===== src/rtl/eth_link_supervisor.sv =====
// Link bring-up supervisor for the 10G QSFP0 lane: sequences the transceiver wizard
// reset, qualifies PCS block lock into link_up, and keeps retry / lock-loss counters.
module eth_link_supervisor #(
   parameter int RESET_PULSE_CYCLES  = 16,
   parameter int DONE_TIMEOUT_CYCLES = 1250000,
   parameter int LOCK_TIMEOUT_CYCLES = 12500000,
   parameter int LOCK_STABLE_CYCLES  = 1024,
   parameter int SYNC_STAGES         = 2
) (
   input  logic        clk_125mhz_int,
   input  logic        gt_tx_reset,
   input  logic        enable,
   input  logic        gt_reset_tx_done,
   input  logic        gt_reset_rx_done,
   input  logic        rx_block_lock,
   input  logic        rx_high_ber,
   output logic        gt_reset_all,
   output logic        link_up,
   output logic [2:0]  state,
   output logic [7:0]  retry_count,
   output logic [15:0] lock_loss_count
);

   function automatic int max2(input int a, input int b);
      return (a > b) ? a : b;
   endfunction

   localparam int MAX_CYC = max2(max2(RESET_PULSE_CYCLES, DONE_TIMEOUT_CYCLES),
                                 max2(LOCK_TIMEOUT_CYCLES, LOCK_STABLE_CYCLES));
   localparam int TW = $clog2(MAX_CYC) + 1;
   localparam int SW = $clog2(LOCK_STABLE_CYCLES) + 1;

   localparam logic [TW-1:0] PULSE_LAST = TW'(RESET_PULSE_CYCLES - 1);
   localparam logic [TW-1:0] DONE_LAST  = TW'(DONE_TIMEOUT_CYCLES - 1);
   localparam logic [TW-1:0] LOCK_LAST  = TW'(LOCK_TIMEOUT_CYCLES - 1);
   localparam logic [SW-1:0] STABLE_LAST = SW'(LOCK_STABLE_CYCLES - 1);

   typedef enum logic [2:0] {
      IDLE      = 3'd0,
      RESET     = 3'd1,
      WAIT_DONE = 3'd2,
      WAIT_LOCK = 3'd3,
      UP        = 3'd4
   } state_t;

   // Synchronizer bit order: {hber, lock, rx_done, tx_done}
   logic [SYNC_STAGES-1:0][3:0] sync_q, sync_d;
   state_t                      state_q, state_d;
   logic [TW-1:0]               timer_q, timer_d;
   logic [SW-1:0]               stable_q, stable_d;
   logic [7:0]                  retry_count_q, retry_count_d;
   logic [15:0]                 lock_loss_count_q, lock_loss_count_d;
   logic                        gt_reset_all_q, gt_reset_all_d;
   logic                        link_up_q, link_up_d;

   logic d_tx, d_rx, lock, hber, dones, good;
   logic retry_inc, loss_inc;

   always_comb begin
      sync_d[0] = {rx_high_ber, rx_block_lock, gt_reset_rx_done, gt_reset_tx_done};
      for (int i = 1; i < SYNC_STAGES; i++) sync_d[i] = sync_q[i-1];
   end

   assign d_tx  = sync_q[SYNC_STAGES-1][0];
   assign d_rx  = sync_q[SYNC_STAGES-1][1];
   assign lock  = sync_q[SYNC_STAGES-1][2];
   assign hber  = sync_q[SYNC_STAGES-1][3];
   assign dones = d_tx & d_rx;
   assign good  = lock & ~hber;

   always_comb begin
      state_d   = state_q;
      stable_d  = '0;
      retry_inc = 1'b0;
      loss_inc  = 1'b0;
      case (state_q)
         IDLE: begin
            if (enable) state_d = RESET;
         end
         RESET: begin
            if (timer_q == PULSE_LAST) state_d = WAIT_DONE;
         end
         WAIT_DONE: begin
            if (dones) begin
               state_d = WAIT_LOCK;
            end else if (timer_q == DONE_LAST) begin
               state_d   = RESET;
               retry_inc = 1'b1;
            end
         end
         WAIT_LOCK: begin
            stable_d = good ? stable_q + SW'(1) : '0;
            // Success is checked first so it beats a same-cycle timeout.
            if (good && stable_q == STABLE_LAST) begin
               state_d = UP;
            end else if (!dones || timer_q == LOCK_LAST) begin
               state_d   = RESET;
               retry_inc = 1'b1;
            end
         end
         UP: begin
            if (!good) begin
               loss_inc = 1'b1;
               state_d  = dones ? WAIT_LOCK : RESET;
            end else if (!dones) begin
               loss_inc = 1'b1;
               state_d  = RESET;
            end
         end
         default: state_d = IDLE;
      endcase

      // Disable overrides everything and leaves the counters untouched.
      if (!enable) begin
         state_d   = IDLE;
         stable_d  = '0;
         retry_inc = 1'b0;
         loss_inc  = 1'b0;
      end

      retry_count_d     = (retry_inc && retry_count_q != 8'hFF) ?
                          retry_count_q + 8'd1 : retry_count_q;
      lock_loss_count_d = (loss_inc && lock_loss_count_q != 16'hFFFF) ?
                          lock_loss_count_q + 16'd1 : lock_loss_count_q;
      timer_d           = (state_d != state_q) ? '0 : timer_q + TW'(1);
      gt_reset_all_d    = (state_d == IDLE) || (state_d == RESET);
      link_up_d         = (state_d == UP);
   end

   always_ff @(posedge clk_125mhz_int or posedge gt_tx_reset) begin
      if (gt_tx_reset) begin
         sync_q            <= '0;
         state_q           <= IDLE;
         timer_q           <= '0;
         stable_q          <= '0;
         retry_count_q     <= '0;
         lock_loss_count_q <= '0;
         gt_reset_all_q    <= 1'b1;
         link_up_q         <= 1'b0;
      end else begin
         sync_q            <= sync_d;
         state_q           <= state_d;
         timer_q           <= timer_d;
         stable_q          <= stable_d;
         retry_count_q     <= retry_count_d;
         lock_loss_count_q <= lock_loss_count_d;
         gt_reset_all_q    <= gt_reset_all_d;
         link_up_q         <= link_up_d;
      end
   end

   assign gt_reset_all    = gt_reset_all_q;
   assign link_up         = link_up_q;
   assign state           = state_q;
   assign retry_count     = retry_count_q;
   assign lock_loss_count = lock_loss_count_q;

endmodule


===== config.mk =====
export PLATFORM = sky130hd
export DESIGN_NAME = eth_link_supervisor
export DESIGN_NICKNAME = d
export VERILOG_FILES = /design/src/rtl/eth_link_supervisor.sv
export SDC_FILE = /design/constraint.sdc
export NUM_CORES = 1
export LEC_CHECK = 0
export ABC_AREA = 1
export CAP_MARGIN = 15
export CORE_MARGIN = 3
export CORE_UTILIZATION = 37
export CTS_CLUSTER_SIZE = 16
export DETAILED_ROUTE_END_ITERATION = 12
export GPL_TIMING_DRIVEN = 0
export PLACE_DENSITY = 0.61
export SYNTH_ARGS = -nofsm -noshare
export SYNTH_HDL_FRONTEND = slang
export SYNTH_SLANG_ARGS = --single-unit

===== constraint.sdc =====
create_clock -name clk_125mhz_int -period 2.65 [get_ports clk_125mhz_int]
set_input_delay 0.53 -clock clk_125mhz_int [delete_from_list [all_inputs] [get_ports clk_125mhz_int]]
set_output_delay 0.53 -clock clk_125mhz_int [all_outputs]
set_load 0.01 [all_outputs]

==> impl_metrics.sql <==
INSERT INTO impl_metrics (metric_group, metric, value, unit) VALUES
('status', 'status', 'completed', ''),
('grt', 'grt_pass1_vias', '2856', ''),
('placed_design', 'place_inst', '604', ''),
('synth', 'syn-num-nets', '448', ''),
('power_and_ir_drop', 'ir_drop', '288', 'uV'),
('finish', 'final_cell_area', '4460', 'sq um'),
('setup_path', 'ff2ff_path_depth', '14', ''),
('setup_path', 'crit_path_max_fanout', '10', ''),
('floorplanning', 'num_rows', '36', ''),
('setup_path', 'worst-endpoint-arrival', '2.35', 'ns'),
('clock_tree', 'post-cts-setup-buffer-count', '0', ''),
('finish', 'syn2layout_area_growth', '19.2', '%'),
('synth', 'syn_avg_cell_area', '8.56', 'sq um'),
('floorplanning', 'floorplan.core_area', '9820', 'sq um'),
('floorplanning', 'starting_density', '38.1', '%'),
('floorplanning', 'die-area', '11300', 'sq um'),
('timing', 'finalMaxSlewViolations', '0', ''),
('clock_tree', 'path_clk_slew', '0.08', 'ns'),
('grt', 'number_of_antenna_violations_at_the_first_check_in_global_routing', '0', ''),
('timing', 'finalHoldViolCount', '0', ''),
('worst_hold_path', 'hold_path_startpoint', 'sync_d[6]', ''),
('routing', 'detailedRoute.firstIterationViolations', '137', ''),
('finish', 'instances_no_fill', '619', ''),
('clock_tree', 'clock_latency', '0.34', 'ns'),
('timing', 'min_period_over_period', '78.6', '%'),
('timing', 'finalSetupViolCount', '0', ''),
('finish', 'final_util', '45.4', '%'),
('clock_tree', 'num_cts_buffers', '9', ''),
('job', 'max_cap_violations', '0', ''),
('setup_path', 'rr_endpoint', 'timer_q[21]', ''),
('setup_path', 'worst_path_max_delay_cell', 'sky130_fd_sc_hd__dfrtp_1', ''),
('synth', 'ys_seq_area_share', '48.9', '%'),
('finish', 'finish.net_count', '493', ''),
('setup_path', 'worstReg2RegStart', 'stable_q[0]', ''),
('timing', 'rsz0062_at_grt', 'no', ''),
('finish', 'layout-drive-gt1-share', '12.8', '%'),
('grt', 'maximum_number_of_pins_on_one_net_before_global_route_repair', '74', ''),
('setup_path', 'timing_worst_setup_path_type', 'register to register', ''),
('placed_design', 'placedInstanceArea', '4250', 'sq um'),
('routing', 'via_cell_ratio', '4.57', ''),
('setup_path', 'start_kind', 'register', ''),
('clock_tree', 'post_cts_hold_buffer_count', '0', ''),
('setup_path', 'kind_of_end_point_of_the_critical_path', 'register', ''),
('finish', 'final_cell_mix', '82 x sky130_fd_sc_hd__nand2_1, 72 x sky130_fd_sc_hd__dfrtp_1, 64 x sky130_fd_sc_hd__nor2_1', ''),
('routing', 'ant_nets', '0', ''),
('setup_path', 'critPathMostFrequentCell', 'sky130_fd_sc_hd__nand2_1', ''),
('power_and_ir_drop', 'p_leak', '2.05', 'nW'),
('routing', 'detailed_router_iteration_count_before_antenna_repair', '4', ''),
('timing', 'max_slew_margin', '42.0', '%'),
('synth', 'syn-cell-area', '3740', 'sq um'),
('grt', 'global_route.usage.total', '13.9', '%'),
('timing', 'finClkSkew', '0.00962', 'ns'),
('routing', 'finalWirelength', '7.07', 'mm'),
('placed_design', 'io_buffers', '34', ''),
('finish', 'most_frequent_standard_cell_in_the_layout_excluding_fill_and_tap_cells', 'sky130_fd_sc_hd__nand2_1', ''),
('worst_hold_path', 'worst_hold_path_endpoint', 'lock', ''),
('setup_path', 'slowest_delay', '0.39', 'ns'),
('routing', 'route.vias.total', '2826', ''),
('worst_hold_path', 'holdPathStages', '0', ''),
('placed_design', 'routabilityCongestion', '0.850', ''),
('finish', 'num_antenna_cells', '0', ''),
('clock_tree', 'clock_path_buffers', '2', ''),
('worst_hold_path', 'worst_hold_path_type', 'register to register', ''),
('setup_path', 'crit_path_cell_trace', 'ha_1 -> nand3_2 -> nor2_2 -> nand4_1 -> nor2_1 -> nor2_1 -> nand2_1 -> nand3_1 -> nand2_1 -> nand2_1 -> nand2_1 -> nand3_4 -> buf_6 -> nor2_2', ''),
('synth', 'number_of_flip_flops_and_latches_in_the_synthesized_netlist', '73', ''),
('floorplanning', 'ios', '36', ''),
('synth', 'synth.yosys.warnings', '0', ''),
('timing', 'final.setup.worst_slack', '0.568', 'ns'),
('timing', 'layout_min_cycle_time', '2.08', 'ns'),
('timing', 'worstMarginPinSlew', '0.870', 'ns'),
('routing', 'post-route-drc-count', '0', '');
## cell usage after synthesis
library cell                n  area share [%]
sky130_fd_sc_hd__dfrtp_1   72              48
sky130_fd_sc_hd__nand2_2    4            0.67
sky130_fd_sc_hd__a21boi_0   1            0.20
sky130_fd_sc_hd__a211oi_1   1            0.20
sky130_fd_sc_hd__inv_2      4            0.40
sky130_fd_sc_hd__nand4_1   11             1.8
sky130_fd_sc_hd__nand3_1   27             3.6
sky130_fd_sc_hd__dfstp_2    1            0.70
sky130_fd_sc_hd__and3_1     1            0.17
sky130_fd_sc_hd__nor2_4     1            0.30
sky130_fd_sc_hd__nand3_4    1            0.47
sky130_fd_sc_hd__o21ai_0    4            0.54
sky130_fd_sc_hd__nor2_1    64             6.4
sky130_fd_sc_hd__buf_2      2            0.27
sky130_fd_sc_hd__nor3b_1    2            0.40
sky130_fd_sc_hd__nor3_1    10             1.3
sky130_fd_sc_hd__nand3_2    5             1.3
sky130_fd_sc_hd__nand2_1   82             8.2
sky130_fd_sc_hd__o22ai_1    1            0.17
sky130_fd_sc_hd__ha_1       4             1.3
sky130_fd_sc_hd__buf_6      2            0.60
sky130_fd_sc_hd__nor2_2    27             4.5
sky130_fd_sc_hd__nor4_1     5            0.84
sky130_fd_sc_hd__inv_1     51             5.1
sky130_fd_sc_hd__a21oi_1    5            0.67
sky130_fd_sc_hd__xor2_1    30             7.0
sky130_fd_sc_hd__nand3b_1   1            0.20
sky130_fd_sc_hd__xnor2_1   18             4.2
## cell type report
class	instances	area (sq um)
Clock buffer	10	128
Buffer	4	32.5
Sequential cell	73	1830
Clock inverter	5	81.3
Multi-Input combinational cell	305	1670
Fill cell	1003	5360
Timing Repair Buffer	34	340
Inverter	55	209
Tap cell	133	166
## flip-flops by register name, summed over array words and instances (netlist names)
name,flops
d_rx,1
d_tx,1
gt_reset_all,1
hber,1
link_up,1
lock,1
lock_loss_count,16
retry_count,8
stable_q,11
state,3
sync_d,4
timer_q,25
## per-stage QoR
step | power [mW] | TNS [ns] | hold slack, ns
floorplan | 1.23 | 0 | 0.331
global placement | 1.25 | -66.96 | 0.334
detailed placement | 1.26 | 0 | 0.337
CTS | 2.20 | 0 | 0.356
global route | 2.28 | 0 | 0.360
finish | 2.17 | 0 | 0.354
## routing by layer
layer	track usage [%]	vias up	wire (um)	part of all wire (%)
li1	-	1454	-	-
met1	19.0	1324	3500	50
met2	21.9	37	3280	46
met3	3.34	11	198	2.8
met4	4.66	0	89	1.3
met5	0	-	0	0
## how the worst max path moves through the flow
| stage | from | to | slack, ns |
|---|---|---|---|
| after global routing | state[1] | lock_loss_count[15] | 0.28 |
| after global placement | gt_tx_reset | retry_count[3] | -0.93 |
| final | stable_q[0] | timer_q[21] | 0.57 |
| after floorplan | gt_tx_reset | d_rx | 0.27 |
| after CTS | stable_q[0] | timer_q[21] | 0.53 |
| after detailed placement | enable | lock_loss_count[15] | 0.41 |
## kinds of logic (layout without fill, tap and decap cells)
kind of cell / after synthesis / after routing / share of synthesized area, %
AND/OR/NAND/NOR: 241 / 241 / 30.4
adder cells (fa/ha/maj): 4 / 4 / 1.34
buffers and inverters: 59 / 108 / 6.39
AO/OA/AOI/OAI: 12 / 12 / 1.77
XOR/XNOR: 48 / 48 / 11.2
flip-flops: 73 / 73 / 48.9
## worst max-delay path, delay by kind of cell (launching register included)
kind	cells	cell delay, ns
simple gates	12	1.22
flops	1	0.39
fa+ha+maj	1	0.21
buf+inv	1	0.18
## power breakdown
part           leakage, nW  internal, mW  switching (mW)
clock network        0.102         0.525           0.411
logic                0.951        0.0315          0.0656
registers            0.994          1.13         0.00835
total                 2.05          1.68           0.485
(Power assumes the default switching activity.)
